[config.mk]
export PLATFORM = sky130hd
export DESIGN_NAME = sa_row_feed_scheduler
export DESIGN_NICKNAME = d
export VERILOG_FILES = /design/src/rtl/sa_row_feed_scheduler.sv
export SDC_FILE = /design/constraint.sdc
export NUM_CORES = 1
export LEC_CHECK = 0
export ABC_AREA = 0
export CAP_MARGIN = 15
export CORE_MARGIN = 1.5
export CORE_UTILIZATION = 45
export DETAILED_ROUTE_END_ITERATION = 16
export DONT_BUFFER_PORTS = 1
export GPL_TIMING_DRIVEN = 1
export PLACE_DENSITY = 0.59
export RECOVER_POWER = 25
export SLEW_MARGIN = 10
export SYNTH_ARGS = -nofsm -noshare
export SYNTH_HDL_FRONTEND = slang
export SYNTH_SLANG_ARGS = --single-unit
[constraint.sdc]
create_clock -name i_clk -period 13.4 [get_ports i_clk]
set_input_delay 2.68 -clock i_clk [delete_from_list [all_inputs] [get_ports i_clk]]
set_output_delay 2.68 -clock i_clk [all_outputs]
set_load 0.05 [all_outputs]
[src/rtl/sa_row_feed_scheduler.sv]
`default_nettype none
// ============================================================================
// Module      : sa_row_feed_scheduler
// Description : Drives the per-row input FIFOs of a systolic array. Row r is
//               read one cycle later than row r-1, so the data arrives with a
//               diagonal skew. When any active row's FIFO is empty, every row
//               stalls together, which keeps the skew intact.
// Revision    : 1.0 - initial release
// ============================================================================
module sa_row_feed_scheduler #(
    parameter int ROW   = 9,
    parameter int DW    = 9,
    parameter int LEN_W = 8
) (
    input  logic                i_clk,
    input  logic                i_rst,
    input  logic                i_start,
    input  logic [LEN_W-1:0]    i_tile_len,
    input  logic [ROW-1:0]      i_fifo_empty,
    input  logic [ROW*DW-1:0]   i_data,
    output logic [ROW-1:0]      o_read_enable,
    output logic [ROW*DW-1:0]   o_data,
    output logic [ROW-1:0]      o_valid,
    output logic                o_busy,
    output logic                o_done
);

    // The step counter must hold L+ROW-1 without wrapping.
    localparam int TW = LEN_W + $clog2(ROW) + 1;

    localparam logic [1:0] c_idle  = 2'd0;
    localparam logic [1:0] c_feed  = 2'd1;
    localparam logic [1:0] c_drain = 2'd2;
    localparam logic [1:0] c_done  = 2'd3;

    logic [1:0]       r_state;
    logic [TW-1:0]    r_t;
    logic [LEN_W-1:0] r_len;
    logic [ROW-1:0]   r_valid;

    logic [ROW-1:0]   w_active;
    logic             w_in_feed;
    logic             w_stall;
    logic [TW-1:0]    w_len_ext;
    logic [TW-1:0]    w_last_step;

    assign w_in_feed   = (r_state == c_feed);
    assign w_len_ext   = TW'(r_len);
    // Final step of a tile is L+ROW-2; L is never 0 inside FEED, so no underflow.
    assign w_last_step = w_len_ext + TW'(ROW) - TW'(2);

    // Row r is active for steps r .. r+L-1.
    for (genvar r = 0; r < ROW; r++) begin : g_row
        assign w_active[r] = (r_t >= TW'(r)) && (r_t < (TW'(r) + w_len_ext));
        assign o_data[r*DW +: DW] = r_valid[r] ? i_data[r*DW +: DW] : '0;
    end

    // Only active rows can stall the feed; idle rows' empty flags are don't-care.
    assign w_stall       = w_in_feed && (|(w_active & i_fifo_empty));
    assign o_read_enable = (w_in_feed && !w_stall) ? w_active : '0;
    assign o_valid       = r_valid;
    assign o_busy        = w_in_feed || (r_state == c_drain);
    assign o_done        = (r_state == c_done);

    // Tile sequencing: length capture, step counting and state transitions.
    always_ff @(posedge i_clk) begin
        if (i_rst) begin
            r_state <= c_idle;
            r_t     <= '0;
            r_len   <= '0;
        end else begin
            case (r_state)
                c_idle: begin
                    if (i_start) begin
                        if (i_tile_len != '0) begin
                            r_len   <= i_tile_len;
                            r_t     <= '0;
                            r_state <= c_feed;
                        end else begin
                            r_state <= c_done;
                        end
                    end
                end
                c_feed: begin
                    if (!w_stall) begin
                        r_t <= r_t + TW'(1);
                        if (r_t == w_last_step) begin
                            r_state <= c_drain;
                        end
                    end
                end
                c_drain: r_state <= c_done;
                c_done:  r_state <= c_idle;
                default: r_state <= c_idle;
            endcase
        end
    end

    // Valid follows the read strobe by one cycle to match FIFO read latency.
    always_ff @(posedge i_clk) begin
        if (i_rst) begin
            r_valid <= '0;
        end else begin
            r_valid <= o_read_enable;
        end
    end

endmodule
`default_nettype wire

### Word level (Yosys, flattened, before mapping)

Index checks and enable logic that the tools add are counted.

| word-level totals | value |
|---|---|
| register bits | 32 |
| input port bits | 101 |

| cells by class | value |
|---|---|
| add/sub/neg operators | 11 |
| magnitude comparators | 18 |
| equality and inequality tests | 8 |
| mux-type cells | 19 |
| bitwise logic cells | 1 |
| reductions and logical operators | 20 |

Operators with widths:

| cell | count |
|---|---|
| $lt 13x9->1 | 8 |
| $mux 9 | 10 |
| $ge 13x3->1 const B | 4 |
| $mux 13 | 3 |
| $add 3x8->9 const A | 4 |
| $ge 13x1->1 const B | 2 |
| $ge 13x2->1 const B | 2 |
| $pmux 13 s2 | 1 |
| $add 2x8->9 const A | 2 |
| $add 13x1->13 const B | 1 |
| $eq 13x13->1 | 1 |
| $ge 13x4->1 const B | 1 |
| $lt 13x8->1 | 1 |
| $logic_and 1x1->1 | 11 |
| $sub 9x2->10 const B | 1 |
| $add 1x8->9 const A | 1 |
| $add 4x8->9 const A | 1 |
| $add 8x4->9 const B | 1 |
| $and 9x9->9 | 1 |
| $reduce_or 9->1 | 1 |
| $mux 2 | 4 |
| $pmux 2 s4 | 1 |
| $reduce_bool 8->1 | 1 |
| $ne 2x2->1 const B | 3 |
| other kinds (9) | 11 |

### Logic depth before layout (Yosys ltp)

| logic depth | value |
|---|---|
| word-level depth | 9 |
| depth in mapped cells | 16 |
| gate-level depth less buffers | 15 |

### Worst setup path after synthesis

OpenSTA, ideal clock, no wires.

| timing path | value |
|---|---|
| path type | input to output |
| from | in i_fifo_empty[6] |
| to | out o_read_enable[4] |
| data arrival time | 4.566 ns |
| path slack | 6.154 ns |
| stages on the path | 7 |
| buffers on the path | 1 |
| path through | inv_1 a2bb2o_1 a221oi_2 and3_4 buf_6 nand2_4 nor2_1 |

| between the ends | value |
|---|---|
| cells in the longest elaborated chain, start to end | 6 |

RTL lines:

| element | RTL line | RTL |
|---|---|---|
| from (decl) | 19 | `input logic [ROW-1:0] i_fifo_empty,` |
| $and 9x9->9 | 59 | `assign w_stall = w_in_feed && (\|(w_active & i_fifo_empty));` |
| $reduce_or 9->1 | 59 |  |
| $logic_and 1x1->1 | 59 |  |
| $logic_not 1->1 | - |  |
| $logic_and 1x1->1 | 60 | `assign o_read_enable = (w_in_feed && !w_stall) ? w_active : '0;` |
| $mux 9 | 60 |  |
| to (decl) | 21 | `output logic [ROW-1:0] o_read_enable,` |

Every way passes these cells.

### Final worst setup path

| timing path | value |
|---|---|
| from | reg r_len[1] |
| to | out o_read_enable[6] |

| between the ends | value |
|---|---|
| cells in the longest elaborated chain, start to end | 9 |
| elaborated cells between the ends (all ways) | 32 |

RTL lines:

| element | RTL line | RTL |
|---|---|---|
| from (decl) | 38 | `logic [LEN_W-1:0] r_len;` |
| from (signal assigned) | 76 | `r_len <= i_tile_len;` |
| $add 1x8->9, or another cell as far along | 54 | `assign w_active[r] = (r_t >= TW'(r)) && (r_t < (TW'(r) + w_len_ext));` |
| $lt 13x9->1 | 54 |  |
| $logic_and 1x1->1 | 54 |  |
| $and 9x9->9 | 59 |  |
| $reduce_or 9->1 | 59 |  |
| $logic_and 1x1->1 | 59 |  |
| $logic_not 1->1 | - |  |
| $logic_and 1x1->1 | 60 |  |
| $mux 9 * | 60 |  |

Every way passes the cells marked *; elsewhere a longest branch is shown, timed or not.

==> key figures <==
GRT
  • Gr ovfl total: 0
  • First-pass GRT wire length: ~24 mm
  • Total GRT Usage: 28.3%
  • Initial antenna violation count: 7
  • Largest net degree at the start of global routing: 27
  • Vias in the first global route: 3996

Pwr
  • VDD IR max: 0.116 mV
  • Power density cells: around 110 nW/µm²
  • Total power: 498 µW
  • Leakage: between 2 and 2.5 nW

Route
  • Post-DRT Antenna Nets: 0
  • WL final: 15.8 mm
  • Drt first pass iters: 5
  • Via count: 4372
  • Initial drt markers: 328
  • DR vias/cell: roughly 6.2
  • DRC violations left: 0
  • Per-cell routed wire length: around 22 µm

Yosys
  • Avg Inst Size Synth: 7.89 µm²
  • Yosys warnings: 0
  • Yosys reg bits: 32
  • Post-synth top flop: dfxtp_1
  • Synth area leaders: ha_1 24%, dfxtp_1 14%, and2_1 11%
  • Syn Nets: approximately 770
  • Sequential area share after synthesis: 14.0%
  • Top-area cell type share of the netlist area: 23.6%
  • Mapped Area: around 4600 µm²
  • Post-synth top cells: 86 x ha_1, 83 x and2_1, 42 x nand2_1
  • Synth Instances: just under 600
  • Asr flop ratio synth: 0%
  • Synth area leader: ha_1
  • Cell with the most instances after synthesis: ha_1
  • Unique cell type count in the Yosys netlist: 65
  • Post-synth EDFFs: 0

Timing
  • Worst-Margin Slew: 2320 ps
  • Count of pins over their slew limit: 10
  • Final setup skew: 9.96 ps
  • Setup Viol. Count Final: 0
  • Fmax: 106 MHz
  • Max-Slew Margin vs Limit: -58.6%
  • Unrepaired setup endpoints after global routing: false
  • Final Cycle Share: between 70% and 80%
  • Setup TNS: 0 ps
  • Minimum clock period after layout: 9410 ps
  • Hold Fails Final Rpt: 0

Worst setup path
  • CP Launch Type: flop
  • R2r endpoint: o_valid[7]
  • CP top delay family: simple AND/OR/NAND/NOR gates
  • Crit-path cells: inv_1 -> ha_1 -> a21boi_0 -> nor2b_1 -> xnor2_1 -> ha_1 -> nand3_1 -> nor2_4 -> o311ai_0 -> nor4bb_1 -> a2111oi_0 -> and3_1 -> nand2_1 -> nor2_1
  • Buf+Inv Stages, Crit Path: 1
  • Origin of the worst setup path: r_len[1]
  • CP max stage delay: 1790 ps
  • Data required, critical path: roughly 11000 ps
  • Crit path DAT: just under 7000 ps
  • Reg2reg setup slack: between 7000 and 8000 ps
  • CP Max Fanout: 23
  • R2R depth: 14
  • CP Depth: 14
  • Critical path class: flop to primary output
  • Critical-path top delay cell: a2111oi_0
  • Reg2Reg Launch Point: r_len[1]
  • Critical path endpoint: o_read_enable[6]
  • CP endpoint kind: primary output
  • Most frequent CP cell: ha_1

Clocking
  • Clk_lat worst skew: 290 ps
  • TritonCTS clock tree: built
  • CTS root buffer: clkbuf_8
  • Worst-path clk slew: 70 ps
  • Total CTS buffers: 5
  • Bufs on Longest Clock Path: 2
  • Post-cts resize count: 0
  • Post-CTS Setup Inserts: 0
  • Clk sinks: 32
  • Hold buffers post-CTS: 0
  • H-tree depth: 2

Die
  • Die footprint: around 11000 µm²
  • Top Ports: 202
  • Chip Width: between 100 and 150 µm
  • # rows: 36
  • Placeable Area: 9820 µm²
  • Die Height: between 100 and 150 µm
  • Initial core utilization: a little under half

Placed design
  • Port bufs: 0
  • Post-DP Area: 4630 µm²
  • Number of placed cells counting well taps: about 700
  • Final GP Congestion: between 1 and 1.5
  • Final HPWL from detailed placement: 12.9 mm

Finish
  • Filler Cell Count: 964
  • Finished Cell Area: about 4700 µm²
  • Layout Nets: 754
  • Final Util: about half
  • Layout cells sized above 1: between 3 and 4%
  • Flip-flop and latch area: around 640 µm²
  • Final Non-Filler Cells: 704
  • Multi-input gate area: ~3700 µm²
  • Layout area overhead: 3.81%

Run status
  • Status: finished with violations
  • Failing checks: capacitance limit, slew limit

Run
  • Max Cap Viol: 1

Worst hold path
  • Type of the worst min-delay path: flop to flop
-- final cells by class --
type,count,share of cell area (%)
Timing Repair Buffer,1,0.0793
Inverter,31,2.46
Tap cell,133,3.51
Clock buffer,7,2.03
Sequential cell,32,13.5
Multi-Input combinational cell,496,77.6
Clock inverter,1,0.634
Antenna cell,3,0.159
-- metrics by stage --
| stage | hold slack [ps] | setup slack [ps] |
|---|---|---|
| after CTS | 507 | 5730 |
| after floorplan | 457 | 6150 |
| after detailed placement | 496 | 5850 |
| after global placement | 464 | 5930 |
| final | 504 | 3990 |
| after global routing | 528 | 3520 |
-- worst register-to-register path, delay by kind of cell, from the launching register on --
family	cells	cell delay, ps
AO/OA/AOI/OAI	3	2430
XOR/XNOR	1	170
adder cells (fa/ha/maj)	2	550
buffers and inverters	1	200
flip-flops	1	590
AND/OR/NAND/NOR	7	1940
-- flip-flops by register name, summed over array words and instances (netlist names) --
register	flops
r_t	13
r_len	8
r_state	2
o_valid	9
-- placed cells by master (no fill, tap or decap), drive strengths merged, types with 8 or more instances in the layout --
cell type  instances
and2              83
nand2             44
dfxtp             32
nor2b             11
nand3             17
o21ai             22
nor2              36
clkbuf             8
a21oi             31
a211oi            10
inv               30
and3              23
nor3               9
xnor2             36
ha                86
-- power by group --
part / internal, mW / switching [mW] / total [mW]
clock: 0.0658 / 0.0425 / 0.108
combinational: 0.0851 / 0.180 / 0.265
sequential: 0.104 / 0.0213 / 0.125
total: 0.254 / 0.244 / 0.498
-- worst min path at each step --
stage,startpoint,endpoint,slack [ps],cells past startpoint
2_1_floorplan,r_t[12],r_t[12],460,2
3_3_place_gp,r_t[12],r_t[12],460,2
3_5_place_dp,r_t[12],r_t[12],500,2
4_1_cts,r_t[12],r_t[12],510,2
5_1_grt,r_t[12],r_t[12],530,2
6_report,r_t[12],r_t[12],500,2
-- cells by family after synthesis --
logic type | count (synthesis) | share of synthesized area, %
xor+xnor | 39 | 7.49
compound gates | 109 | 16.9
buf+inv | 50 | 4.61
fa+ha+maj | 86 | 23.6
simple gates | 260 | 32.9
flops | 32 | 14.0
mux | 2 | 0.439
-- metal layers --
metal / track usage [%] / vias up / wire length (µm)
met4: 12.7 / 2 / 818
met5: 0 / - / 10
met2: 44.1 / 249 / 6930
li1: - / 2036 / -
met3: 5.16 / 46 / 1270
met1: 38.1 / 2039 / 6780
Power figures use the tool's default switching activity.
==> RTL edit 1: new RTL, config.mk and constraints unchanged <==
The parameter `ROW` goes from 9 to 8.
--- a/src/rtl/sa_row_feed_scheduler.sv
+++ b/src/rtl/sa_row_feed_scheduler.sv
@@ -8,7 +8,7 @@
 // Revision    : 1.0 - initial release
 // ============================================================================
 module sa_row_feed_scheduler #(
-    parameter int ROW   = 9,
+    parameter int ROW   = 8,
     parameter int DW    = 9,
     parameter int LEN_W = 8
 ) (
Interface: changed (5 resized); port bits go from 202 to 181. The function was not compared with the original's and may differ.
==> RTL edit 1 against the original RTL <==
The run still ends with capacitance limit, slew limit left; setup slack better by 1600 ps; cell count fell by 6.3%; via count decreased by 3.3%; final area down 6.6%; wire length decreased by 5.7%; critical path depth is 3 lower; sequential cell count shrank 2; power decreased by 7.6%; non-clock buffer count rose by 4; area after synthesis shrank 6.4%.
==> RTL edit 1: results (changes against the original RTL) <==
metric	value	unit	change
FMAX	128	MHz	was 106 MHz
max FFs per register	12		was 13
outcome	finished, violations left		unchanged
aggregate global-route resource usage	0.290		was 0.283
Final #Nets	717		was 754
Slew Viols, Final	19		was 10
syn nets	732		was 765
mux contribution to synthesized area	0		was 0.00439
Routability Congestion	0.913		was 1.05
Synth Warn #	0		unchanged
Worst Path Arrival	5140	ps	was 6730 ps
Critical R2R Capture	r_t[0]		was o_valid[7]
Reg2Reg Setup Slack	8720	ps	was 7440 ps
CTS Buf Count	5		unchanged
hold wc startpoint	r_t[11]		was r_t[12]
Synth Area in Compound Gates	0.178		was 0.169
# H-tree levels	2		unchanged
Reg-to-Reg Start	r_len[6]		was r_len[1]
post-synthesis adder-cell area fraction	0.235		was 0.236
initial antenna violation count	3		was 7
vias per cell	6.41		was 6.21
Cell Area, Placed	0.00434	sq mm	was 0.00463 sq mm
final wirelength	14.9	mm	was 15.8 mm
post-synthesis xor/xnor area fraction	0.0739		was 0.0749
Worst Hold End	r_t[11]		was r_t[12]
largest net degree at the start of global routing	40		was 27
number of global-route vias before repair	3854		was 3996
first-pass GRT wire length	22.0	mm	was 23.8 mm
Reg2Reg Depth	11		was 14
Async S/R FF share, synth	0		unchanged
hpwl dp	11.6	mm	was 12.9 mm
clock slew at reported path FFs	70	ps	about the same
Biggest register	r_t		unchanged
Rel. slew slack	-0.232		was -0.586
Synth cell types	58		was 65
leakage power	0.00191	uW	was 0.00203 uW
Place WS	6240	ps	was 5850 ps
fraction of layout cells with a size suffix above 1	0.0274		was 0.0387
Buffers on Ports	0		unchanged
CP max stage cell	nor2_1		was a2111oi_0
setup bufs post-CTS	0		unchanged
post_cts resized	0		unchanged
initial DRC count	322		was 328
max incr delay on CP	990	ps	was 1790 ps
Worst Path Max Fanout	23		unchanged
peak supply drop	0.000186	V	was 0.000116 V
Post-synth top cells	ha_1 (80), and2_1 (74), nor2_1 (47)		was ha_1 (86), and2_1 (83), nand2_1 (42)
root buffer cell	clkbuf_8		unchanged
maxcap violations	1		unchanged
ranking of synthesized cells by area	ha_1 (23%), dfxtp_1 (14%), and2_1 (11%)		was ha_1 (24%), dfxtp_1 (14%), and2_1 (11%)
failing checks	capacitance limit, slew limit		unchanged
Worst Skew	4.39	ps	was 9.96 ps
sequential area share after synthesis	0.141		was 0.140
RTL edit 1: cell count changes in the layout (fill, tap and decap cells not counted), moves of 10 or more:
cell | unedited run | this run
and3_1 | 23 | 12
nand2_1 | 43 | 26
o21ai_0 | 21 | 4
nor2_1 | 35 | 48
and2_1 | 83 | 73
nand3_1 | 17 | 31
RTL edit 1: worst min-delay path, cell delays in order (launching register included):
cell and delay (ps):
dfxtp_1 320, a21oi_1 120, nor2_1 50
RTL edit 1: area by class of cell:
type / count / area [sq um]
fillers: 941 / 4770
well taps: 111 / 139
diodes: 2 / 5.00
inverters: 27 / 101
clock buffers: 7 / 86.3
multi-input cells: 477 / 3460
flip-flops and latches: 30 / 601
clock inverters: 1 / 5.00
repair buffers: 5 / 30.0
RTL edit 1: worst max-delay path by stage:
stage | startpoint | endpoint | depth (start not counted)
detailed placement | i_fifo_empty[0] | o_read_enable[0] | 6
CTS | r_len[6] | o_read_enable[0] | 11
global placement | i_fifo_empty[0] | o_read_enable[7] | 6
global route | r_len[6] | o_read_enable[0] | 11
floorplan | i_fifo_empty[0] | o_read_enable[0] | 7
finish | r_len[6] | o_read_enable[0] | 11
RTL edit 1: stage by stage:
| stage | utilization | hold slack (ps) | cells |
|---|---|---|---|
| CTS | 0.482 | 531 | 658 |
| detailed placement | 0.472 | 515 | 650 |
| global route | 0.481 | 574 | 660 |
| floorplan | - | 474 | 561 |
| finish | 0.481 | 530 | 660 |
| global placement | 0.472 | 506 | 650 |
RTL edit 1: routing by layer:
metal | wire length, um | GRT usage
met1 | 6270 | 0.367
met2 | 7190 | 0.505
met3 | 955 | 0.0376
met4 | 476 | 0.0986
met5 | 0 | 0
RTL edit 1: power breakdown:
part | switching, uW | internal, uW
clock network | 37.6 | 41.5
registers | 21.5 | 97.8
logic | 178 | 83.8
==> RTL edit 2: new RTL, same settings <==
Without the edit above. Make the reset (`i_rst`) asynchronous in 2 clocked blocks.
--- a/src/rtl/sa_row_feed_scheduler.sv
+++ b/src/rtl/sa_row_feed_scheduler.sv
@@ -63,7 +63,7 @@
     assign o_done        = (r_state == c_done);
 
     // Tile sequencing: length capture, step counting and state transitions.
-    always_ff @(posedge i_clk) begin
+    always_ff @(posedge i_clk or posedge i_rst) begin
         if (i_rst) begin
             r_state <= c_idle;
             r_t     <= '0;
@@ -97,7 +97,7 @@
     end
 
     // Valid follows the read strobe by one cycle to match FIFO read latency.
-    always_ff @(posedge i_clk) begin
+    always_ff @(posedge i_clk or posedge i_rst) begin
         if (i_rst) begin
             r_valid <= '0;
         end else begin
Function: differs if i_rst is asserted again (counterexample within 4 cycles, from zero or initial values and one cycle with i_rst high); with i_rst held inactive, the same outputs for 10 cycles.
==> RTL edit 2 against the original RTL <==
The flow still finishes with violations (capacitance limit, slew limit); register-to-register slack better by 1000 ps; wire length up 14%; area after synthesis down 0.25%; die area down 0.24%; first-iteration DRC count up 23%; sequential cell count unchanged; setup slack better by 1700 ps; final area up 1.9%; critical path type unchanged; via count up 0.94%; count of clock-buffer cells in the layout unchanged.
Power is not compared: it rests on default switching activity, and its combinational part moved more than twofold at a synthesized area within 25%.
==> RTL edit 2: results (changes against the original RTL) <==
metric	value	unit	change
ranking of synthesized cells by area	ha_1 (24%), dfrtp_1 (18%), and2_1 (12%)		was ha_1 (24%), dfxtp_1 (14%), and2_1 (11%)
outcome	finished, violations left		unchanged
Slew Viols, Final	53		was 10
number of global-route vias before repair	4397		was 3996
max incr delay on CP	840	ps	was 1790 ps
aggregate global-route resource usage	0.335		was 0.283
Synth cell types	63		was 65
Post-synth top cells	ha_1 (86), and2_1 (85), nand2_1 (45)		was ha_1 (86), and2_1 (83), nand2_1 (42)
sequential area share after synthesis	0.176		was 0.140
maxcap violations	2		was 1
crit path from	r_len[5]		was r_len[1]
largest net degree at the start of global routing	33		was 27
Place WS	6110	ps	was 5850 ps
fraction of layout cells with a size suffix above 1	0.0546		was 0.0387
fillcell total	997		was 964
period utilization	0.576		was 0.702
Async S/R FF share, synth	1.00		was 0
Worst Setup EP	o_read_enable[8]		was o_read_enable[6]
Worst-Margin Slew	1900	ps	was 2320 ps
Most used DFF post-synth	dfrtp_1		was dfxtp_1
hpwl dp	14.8	mm	was 12.9 mm
Routability Congestion	0.978		was 1.05
Reg2Reg Depth	12		was 14
failing checks	capacitance limit, slew limit		unchanged
initial DRC count	402		was 328
Worst Skew	7.38	ps	was 9.96 ps
Reg2Reg Setup Slack	8450	ps	was 7440 ps
Worst Path Max Fanout	14		was 23
==> RTL edit 2: per-stage QoR <==
step | utilization | hold WS, ps | std cells | power (uW)
floorplan | - | 488 | 550 | 692
global placement | 0.482 | 521 | 674 | 842
detailed placement | 0.482 | 528 | 674 | 855
CTS | 0.492 | 538 | 682 | 939
global route | 0.493 | 580 | 691 | 1020
finish | 0.494 | 538 | 692 | 947
==> RTL edit 2: how the worst min path moves through the flow <==
stage,start,to,cells past startpoint
finish,r_t[11],r_t[11],1
global route,r_t[11],r_t[11],1
CTS,r_t[11],r_t[11],1
detailed placement,r_t[11],r_t[11],1
global placement,r_t[11],r_t[11],1
floorplan,r_t[11],r_t[11],1
==> RTL edit 2: final cells by class <==
class,count,area [sq um],share of cell area
Tap cell,133,166,0.0345
Inverter,29,109,0.0226
Antenna cell,10,25.0,0.00519
Timing Repair Buffer,4,26.3,0.00544
Clock buffer,7,86.3,0.0179
Sequential cell,32,801,0.166
Multi-Input combinational cell,476,3600,0.747
Clock inverter,1,7.51,0.00156
==> RTL edit 2: routing by layer <==
metal,GRT usage,share of wire,up-vias
li1,-,-,1957
met1,0.426,0.41,2136
met2,0.510,0.44,266
met4,0.193,0.056,0
met5,0,0,-
met3,0.0913,0.096,54
==> RTL edit 2: logic make-up after synthesis <==
kind of cell / share of synthesized area
DFF: 0.176
xor gates and xnor gates: 0.0751
AOI/OAI and AO/OA: 0.169
muxes: 0.00247
adders and majority gates: 0.236
and+or+nand+nor: 0.304
buffers and inverters: 0.0377
==> RTL edit 2: report_power, final <==
group	internal (uW)	total (uW)	switching, uW
Sequential	118	200	82.2
Combinational	230	666	436
Clock	41.8	81.4	39.6
